**config.mk**
```make
export PLATFORM = sky130hd
export DESIGN_NAME = seq_align_shifter
export DESIGN_NICKNAME = d
export VERILOG_FILES = /design/src/rtl/seq_align_shifter.sv
export SDC_FILE = /design/constraint.sdc
export NUM_CORES = 1
export LEC_CHECK = 0
export BUFFER_PORTS_ARGS = -buffer_cell sky130_fd_sc_hd__buf_2
export CAP_MARGIN = 15
export CORE_MARGIN = 4
export CORE_UTILIZATION = 47
export DETAILED_ROUTE_END_ITERATION = 6
export GPL_TIMING_DRIVEN = 0
export PLACE_DENSITY = 0.79
export SETUP_SLACK_MARGIN = 0.4
export SYNTH_ARGS = -nofsm -noshare
export SYNTH_HDL_FRONTEND = slang
export SYNTH_SLANG_ARGS = --single-unit
export TNS_END_PERCENT = 50
```
**constraint.sdc**
```tcl
create_clock -name Clk -period 1.73 [get_ports Clk]
set_clock_uncertainty 0.2 [all_clocks]
set_input_delay 0.173 -clock Clk [delete_from_list [all_inputs] [get_ports Clk]]
set_output_delay 0.173 -clock Clk [all_outputs]
set_load 0.005 [all_outputs]
```
**src/rtl/seq_align_shifter.sv**
```systemverilog
// Multi-cycle one-bit-per-clock shifter for FP adder exponent alignment and normalisation.
// Right shifts collect guard/sticky; Start/Busy/Done handshake plus a count of shifts performed.
module seq_align_shifter #(
  parameter int WIDTH = 24,
  parameter int CNT_W = 8
) (
  input  logic             Clk,
  input  logic             Clear,
  input  logic             Start,
  input  logic [WIDTH-1:0] Data,
  input  logic [CNT_W-1:0] Count,
  input  logic [1:0]       Mode,
  output logic [WIDTH-1:0] Result,
  output logic             Guard,
  output logic             Sticky,
  output logic [CNT_W-1:0] Shift_amt,
  output logic             Busy,
  output logic             Done
);

  typedef enum logic [1:0] {
    ST_IDLE  = 2'd0,
    ST_SHIFT = 2'd1,
    ST_DONE  = 2'd2
  } state_t;

  localparam logic [1:0] MODE_RIGHT = 2'b00;
  localparam logic [1:0] MODE_LEFT  = 2'b01;
  localparam logic [1:0] MODE_NORM  = 2'b10;

  localparam logic [CNT_W-1:0] RIGHT_MAX = CNT_W'(WIDTH + 1);
  localparam logic [CNT_W-1:0] LEFT_MAX  = CNT_W'(WIDTH);
  localparam logic [CNT_W-1:0] ONE       = CNT_W'(1);

  state_t           state_q, state_d;
  logic [WIDTH-1:0] result_q, result_d;
  logic             guard_q, guard_d;
  logic             sticky_q, sticky_d;
  logic [CNT_W-1:0] amt_q, amt_d;
  logic [CNT_W-1:0] n_q, n_d;
  logic [1:0]       mode_q, mode_d;
  logic             busy_q, busy_d;
  logic             done_q, done_d;

  logic             accept;
  logic             finish;

  function automatic logic [CNT_W-1:0] clip_count(input logic [CNT_W-1:0] cnt,
                                                  input logic [CNT_W-1:0] lim);
    return (cnt >= lim) ? lim : cnt;
  endfunction

  // Start is only honoured outside SHIFT, so DONE can chain straight into a new operation.
  assign accept = Start && (state_q != ST_SHIFT);

  always_comb begin
    state_d  = state_q;
    result_d = result_q;
    guard_d  = guard_q;
    sticky_d = sticky_q;
    amt_d    = amt_q;
    n_d      = n_q;
    mode_d   = mode_q;
    busy_d   = busy_q;
    done_d   = done_q;
    finish   = 1'b0;

    case (state_q)
      ST_SHIFT: begin
        amt_d = amt_q + ONE;
        n_d   = n_q - ONE;
        case (mode_q)
          MODE_RIGHT: begin
            sticky_d = sticky_q | guard_q;
            guard_d  = result_q[0];
            result_d = result_q >> 1;
            finish   = (n_q == ONE);
          end
          MODE_LEFT: begin
            result_d = result_q << 1;
            finish   = (n_q == ONE);
          end
          MODE_NORM: begin
            // Stop once the bit about to land in the MSB is a one.
            result_d = result_q << 1;
            finish   = result_q[WIDTH-2];
          end
          default: finish = 1'b1;
        endcase
        if (finish) begin
          state_d = ST_DONE;
          busy_d  = 1'b0;
          done_d  = 1'b1;
        end
      end

      default: begin
        state_d = ST_IDLE;
        busy_d  = 1'b0;
        done_d  = 1'b0;
        if (accept) begin
          result_d = Data;
          guard_d  = 1'b0;
          sticky_d = 1'b0;
          amt_d    = '0;
          mode_d   = Mode;
          case (Mode)
            MODE_RIGHT: n_d = clip_count(Count, RIGHT_MAX);
            MODE_LEFT:  n_d = clip_count(Count, LEFT_MAX);
            MODE_NORM:  n_d = (Data[WIDTH-1] || (Data == '0)) ? '0 : ONE;
            default:    n_d = '0;
          endcase
          if (n_d != '0) begin
            state_d = ST_SHIFT;
            busy_d  = 1'b1;
          end else begin
            state_d = ST_DONE;
            done_d  = 1'b1;
          end
        end
      end
    endcase
  end

  always_ff @(posedge Clk or posedge Clear) begin
    if (Clear) begin
      state_q  <= ST_IDLE;
      result_q <= '0;
      guard_q  <= 1'b0;
      sticky_q <= 1'b0;
      amt_q    <= '0;
      n_q      <= '0;
      mode_q   <= '0;
      busy_q   <= 1'b0;
      done_q   <= 1'b0;
    end else begin
      state_q  <= state_d;
      result_q <= result_d;
      guard_q  <= guard_d;
      sticky_q <= sticky_d;
      amt_q    <= amt_d;
      n_q      <= n_d;
      mode_q   <= mode_d;
      busy_q   <= busy_d;
      done_q   <= done_d;
    end
  end

  assign Result    = result_q;
  assign Guard     = guard_q;
  assign Sticky    = sticky_q;
  assign Shift_amt = amt_q;
  assign Busy      = busy_q;
  assign Done      = done_q;

endmodule

```
[Word level (Yosys, flattened, before mapping)]
Index checks and enable logic that the tools add are counted.
Word-level totals
  register bits after elaboration: 48
  input bits: 37
Operators by class
  add/subtract/negate cells: 2
  $lt $le $gt $ge: 2
  equality and inequality tests: 10
  muxes and demuxes: 32
  bitwise logic cells: 2
  reductions and logical operators: 12
Operator list (number)
  two-way mux 8 bit: 8
  two-way mux 24 bit: 2
  one-hot mux 24 bit (2 select lines): 1
  logical NOT 24 bit: 1
  one-hot mux 8 bit (3 select lines): 1
  >= comparator 8 x 5 -> 1 bit, second input constant: 2
  two-way mux 1 bit: 15
  adder 8 x 1 -> 8 bit, second input constant: 1
  equality test 8 x 1 -> 1 bit, second input constant: 1
  two-way mux 2 bit: 4
  nonzero test 8 bit: 1
  subtractor 8 x 1 -> 8 bit, second input constant: 1
  equality test 2 x 1 -> 1 bit, second input constant: 3
  AND reduction 2 bit: 3
  equality test 2 bit, second input constant: 2
  logical NOT 2 bit: 2
  inequality test 2 x 1 -> 1 bit, second input constant: 2
  OR reduction 2 bit: 2
  inequality test 3 x 2 -> 1 bit, second input constant: 1
  inequality test 2 bit, second input constant: 1
  one-hot mux 1 bit (2 select lines): 1
  nonzero test 2 bit: 1
  logical AND 1 bit: 1
  logical OR 1 bit: 1
  2 further kinds: 2

[Logic depth before layout (Yosys ltp)]
  depth in word-level cells: 10
  gate-level depth with buffers: 8
  depth with buffers taken out: 7

[Worst setup path after synthesis]
Ideal clock, no wire load.
  kind: register to register
  from: register mode_q[0]
  to: register result_q[2], in the netlist Result[2]
  arrival time: 1524 ps
  setup slack: -127 ps
  cell stages (with the launch flop): 9
  buffers on the path: 2
  period minus slack after synthesis: 1857 ps
  cell sequence: dfrtp_1 -> inv_1 -> ha_1 -> buf_2 -> buf_2 -> mux2i_1 -> nor2_1 -> a21oi_1 -> o21ai_0
On the way
  longest elaborated chain between the ends: 4
  elaborated cells on any way between the ends: 8
  classes of those cells: eq/ne: 3; mux: 2; reduce/logical: 3
RTL lines
  from (decl): line 41  | logic [1:0] mode_q, mode_d;
  from (signal assigned): line 143  | mode_q <= mode_d;
  equality test 2 bit or equality test 2 x 1 -> 1 bit (tied branches): line 72  | case (mode_q)
  OR reduction 2 bit (no source line)
  one-hot mux 24 bit (2 select lines) or inequality test 3 x 2 -> 1 bit (tied branches)
  two-way mux 24 bit or AND reduction 2 bit (tied branches)
  to (signal assigned): line 138  | result_q <= result_d;
  to (decl): line 36  | logic [WIDTH-1:0] result_q, result_d;
Several ways; a longest one is shown, not always the timed one.
A chain may end at the register's enable or synchronous reset.

[Worst setup path after layout]
  from: register mode_q[0]
  to: register result_q[18], in the netlist Result[18]
Same word-level chain as after synthesis.

==> impl_metrics.env <==
export IMPL_htree_levels=2
export IMPL_fillers=384
export IMPL_cts_sinks=46
export IMPL_avgViaCountPerCell=5.75
export IMPL_cap_viol_max_count=0
export IMPL_portBuffers=72
export IMPL_syn_nets=348
export IMPL_num_rows=27
export IMPL_critPathMaxStageDelay_ns=0.38
export IMPL_synth_xor_area_frac=0.00663
export IMPL_synth_cells=303
export IMPL_p_int_w=0.00425
export IMPL_diodes=0
export IMPL_clk_pin_slew_ns=0.09
export IMPL_synth_top_cell_area_share=0.436
export IMPL_synth_compound_area_frac=0.177
export IMPL_comb_power_share=0.627
export IMPL_ys_seq_area_frac=0.436
export IMPL_tightestPinTransition_ns=1.02
export IMPL_drc=0
export IMPL_hold_viol_final=46
export IMPL_synth_top_flop_cell="dfrtp_1"
export IMPL_vias=2929
export IMPL_crit_path_end_kind="register"
export IMPL_cts_hold_buf=27
export IMPL_clockRootBuffer="clkbuf_8"
export IMPL_period_minus_slack_ns=1.83
export IMPL_setup_ws_ns=-0.0969
export IMPL_synth_top_cell_by_area="dfrtp_1"
export IMPL_max_freq_mhz=547
export IMPL_syn2layout_area_growth_pct=56.3
export IMPL_antenna_found_initial=0
export IMPL_grt_usage=0.239
export IMPL_crit_arrival_ns=1.81
export IMPL_die_h_um=83.0
export IMPL_async_reset_ff_frac=1.00
export IMPL_drv_slew=0
export IMPL_finalCritPeriodShare=1.06
export IMPL_postRouteAntennaNets=0
export IMPL_dp_slack_ns=-0.118
export IMPL_cp_required_ns=1.72
export IMPL_grt_max_degree=47
export IMPL_layout_drive_gt1_share=0.375
export IMPL_ys_seq_elements=46
export IMPL_syn_area_um2=2640
export IMPL_leakage_nw=1.91
export IMPL_violations="negative hold slack, negative setup slack"
export IMPL_setup_viol=14
export IMPL_synth_top_cells_by_area="dfrtp_1 (44%), mux2i_1 (8.7%), o21ai_0 (6.4%), a21oi_1 (5.9%), nand2_1 (5.4%)"
export IMPL_routed_wirelength_um=8820
export IMPL_synth_top_family_by_area="simple AND/OR/NAND/NOR gates"
export IMPL_cts_tree="yes"
export IMPL_pwr_share_clk=0.090
export IMPL_avgSynthCellArea_um2=8.72
export IMPL_synth_edf_count=0
export IMPL_grt_pass1_vias=2949
export IMPL_crit_buf_inv=3
export IMPL_io_pins=73
export IMPL_yosys_area_share_simple=0.207
export IMPL_place_congestion=0.843
export IMPL_register_area_um2=1150
export IMPL_pwr_density_cell_nw_per_um2=1750
export IMPL_clk_latency_ns=0.30
export IMPL_ir_drop_mv=1.07
export IMPL_drt_iter0_drc=131
export IMPL_slowest_stage="dfrtp_1"
export IMPL_maxSlewHeadroom=0.316
export IMPL_outcome="complete, but fails checks"
export IMPL_ys_types=40
export IMPL_cts_buffer_depth=2
export IMPL_grt_overflow_total=0
export IMPL_core_area_um2=5470
export IMPL_drtPass1Iterations=4
export IMPL_fin_util=0.754
export IMPL_die_x_um=83.0
export IMPL_power_switching_w=0.00298
export IMPL_yosysWarnings=0
export IMPL_cp_cell_sequence="inv_2 > ha_4 > buf_12 > buf_6 > mux2i_1 > nor3_1 > a221o_1"
export IMPL_worst_hold_path_type="input port to asynchronous set/reset pin"
export IMPL_multiInputGateArea_um2=1620
export IMPL_nNetsFinal=482
export IMPL_dp_hpwl_um=5390
export IMPL_cts_buffers=5
export IMPL_p_sw_frac=0.412
export IMPL_rsz0062_at_grt="true"
export IMPL_pwr_share_seq=0.283
export IMPL_critPathTopFamily="flip-flops"
export IMPL_wl_per_cell_um=17.3
export IMPL_die_area_um2=6880
export IMPL_hold_slack_ns=-0.126
export IMPL_worstSetupStartpointType="register"
export IMPL_initial_core_util=0.483
export IMPL_synth_fa_ha_area_frac=0.0379
export IMPL_grt_pass1_wl_um=13700
export IMPL_path_max_fanout=6
export IMPL_synth_mux_area_frac=0.0872
export IMPL_critical_path_class="register to register"
registers in the layout, indices dropped and copies added, names as in the netlist:
name,count
Busy,1
Done,1
Guard,1
Result,24
Shift_amt,8
Sticky,1
mode_q,2
n_q,8
final timing paths:
kind / from / end / slack [ns] / cells after the start
min in group Clk: Mode[1] / mode_q[1]$_DFFE_PP0P_ / 0.04 / 3
max: mode_q[0]$_DFFE_PP0P_ / Result[18]$_DFFE_PP0P_ / -0.1 / 7
max reg2reg: mode_q[0]$_DFFE_PP0P_ / Result[18]$_DFFE_PP0P_ / -0.1 / 7
min: Clear / Result[2]$_DFFE_PP0P_ / -0.13 / 2
max in group asynchronous: Clear / n_q[3]$_DFFE_PP0P_ / 0.83 / 2
min reg2reg: Shift_amt[7]$_DFFE_PP0P_ / Shift_amt[7]$_DFFE_PP0P_ / 0.30 / 1
Yosys cell counts (all sizes together) (2+ instances only):
cell,count
dfrtp,46
nor3b,2
a31oi,3
ha,8
nor3,7
and3,3
inv,6
nand3,13
nand2,38
o21ai,41
mux2i,23
clkbuf,4
buf,12
nand2b,3
o211ai,4
a21oi,31
or3,3
nor4,9
nor2,34
metrics by stage:
| step | instance area, um^2 | TNS, ns | power, W | cells |
|---|---|---|---|---|
| floorplan | 2780 | 0 | 0.00411 | 303 |
| global placement | 3230 | -1.03 | 0.00494 | 447 |
| detailed placement | 3230 | -1.67 | 0.00502 | 447 |
| CTS | 3860 | -0.0501 | 0.00638 | 498 |
| global route | 4130 | -2.09 | 0.00766 | 509 |
| finish | 4130 | -0.377 | 0.00723 | 509 |
cells in the final DEF, fill, tap and decap left out, types with 5 or more instances in the layout:
cell type	instances
nor3_1	6
nand3_2	7
o21ai_1	35
buf_6	13
nand3_1	6
nor2_1	29
dlygate4sd3_1	27
buf_4	16
a21oi_1	28
clkbuf_8	5
mux2i_1	23
buf_2	72
nand2_1	37
nor4_1	7
dfrtp_1	45
buf_8	5
power by group through the flow:
stage	combinational, W	clock (W)	sequential (W)
global route	0.00488	0.000676	0.00211
detailed placement	0.00303	0	0.00199
floorplan	0.00220	0	0.00192
global placement	0.00296	0	0.00198
CTS	0.00378	0.000644	0.00196
finish	0.00453	0.000653	0.00205
area by class of cell:
class                      count  share of cell area
multi-input combinational    235               0.392
buffer                        16              0.0503
timing repair buffer         127               0.232
inverter                       6             0.00637
sequential                    46               0.279
clock buffer                   7              0.0185
tap                           72              0.0218
logic make-up (layout without fill, tap and decap cells):
logic type                 Yosys count  count (layout)
adders and majority gates            8               8
and+or+nand+nor                    116             116
DFF                                 46              46
xor gates and xnor gates             2               2
muxes                               23              23
AOI/OAI and AO/OA                   86              86
buffers and inverters               22             156
timing repair:
item,in CTS,in global routing
resized for setup,37,29
pin swaps,16,29
endpoints found under the hold margin,73,46
gates cloned,2,2
endpoints found under the setup margin,46,47
setup buffers,15,9
metal layers:
metal | wire [um] | track usage | part of all wire
met2 | 4440 | 0.409 | 0.50
met1 | 3590 | 0.297 | 0.41
met3 | 573 | 0.0526 | 0.065
met4 | 221 | 0.0847 | 0.025
met5 | 0 | 0 | 0
No activity file was read; power rests on OpenSTA's default activity.
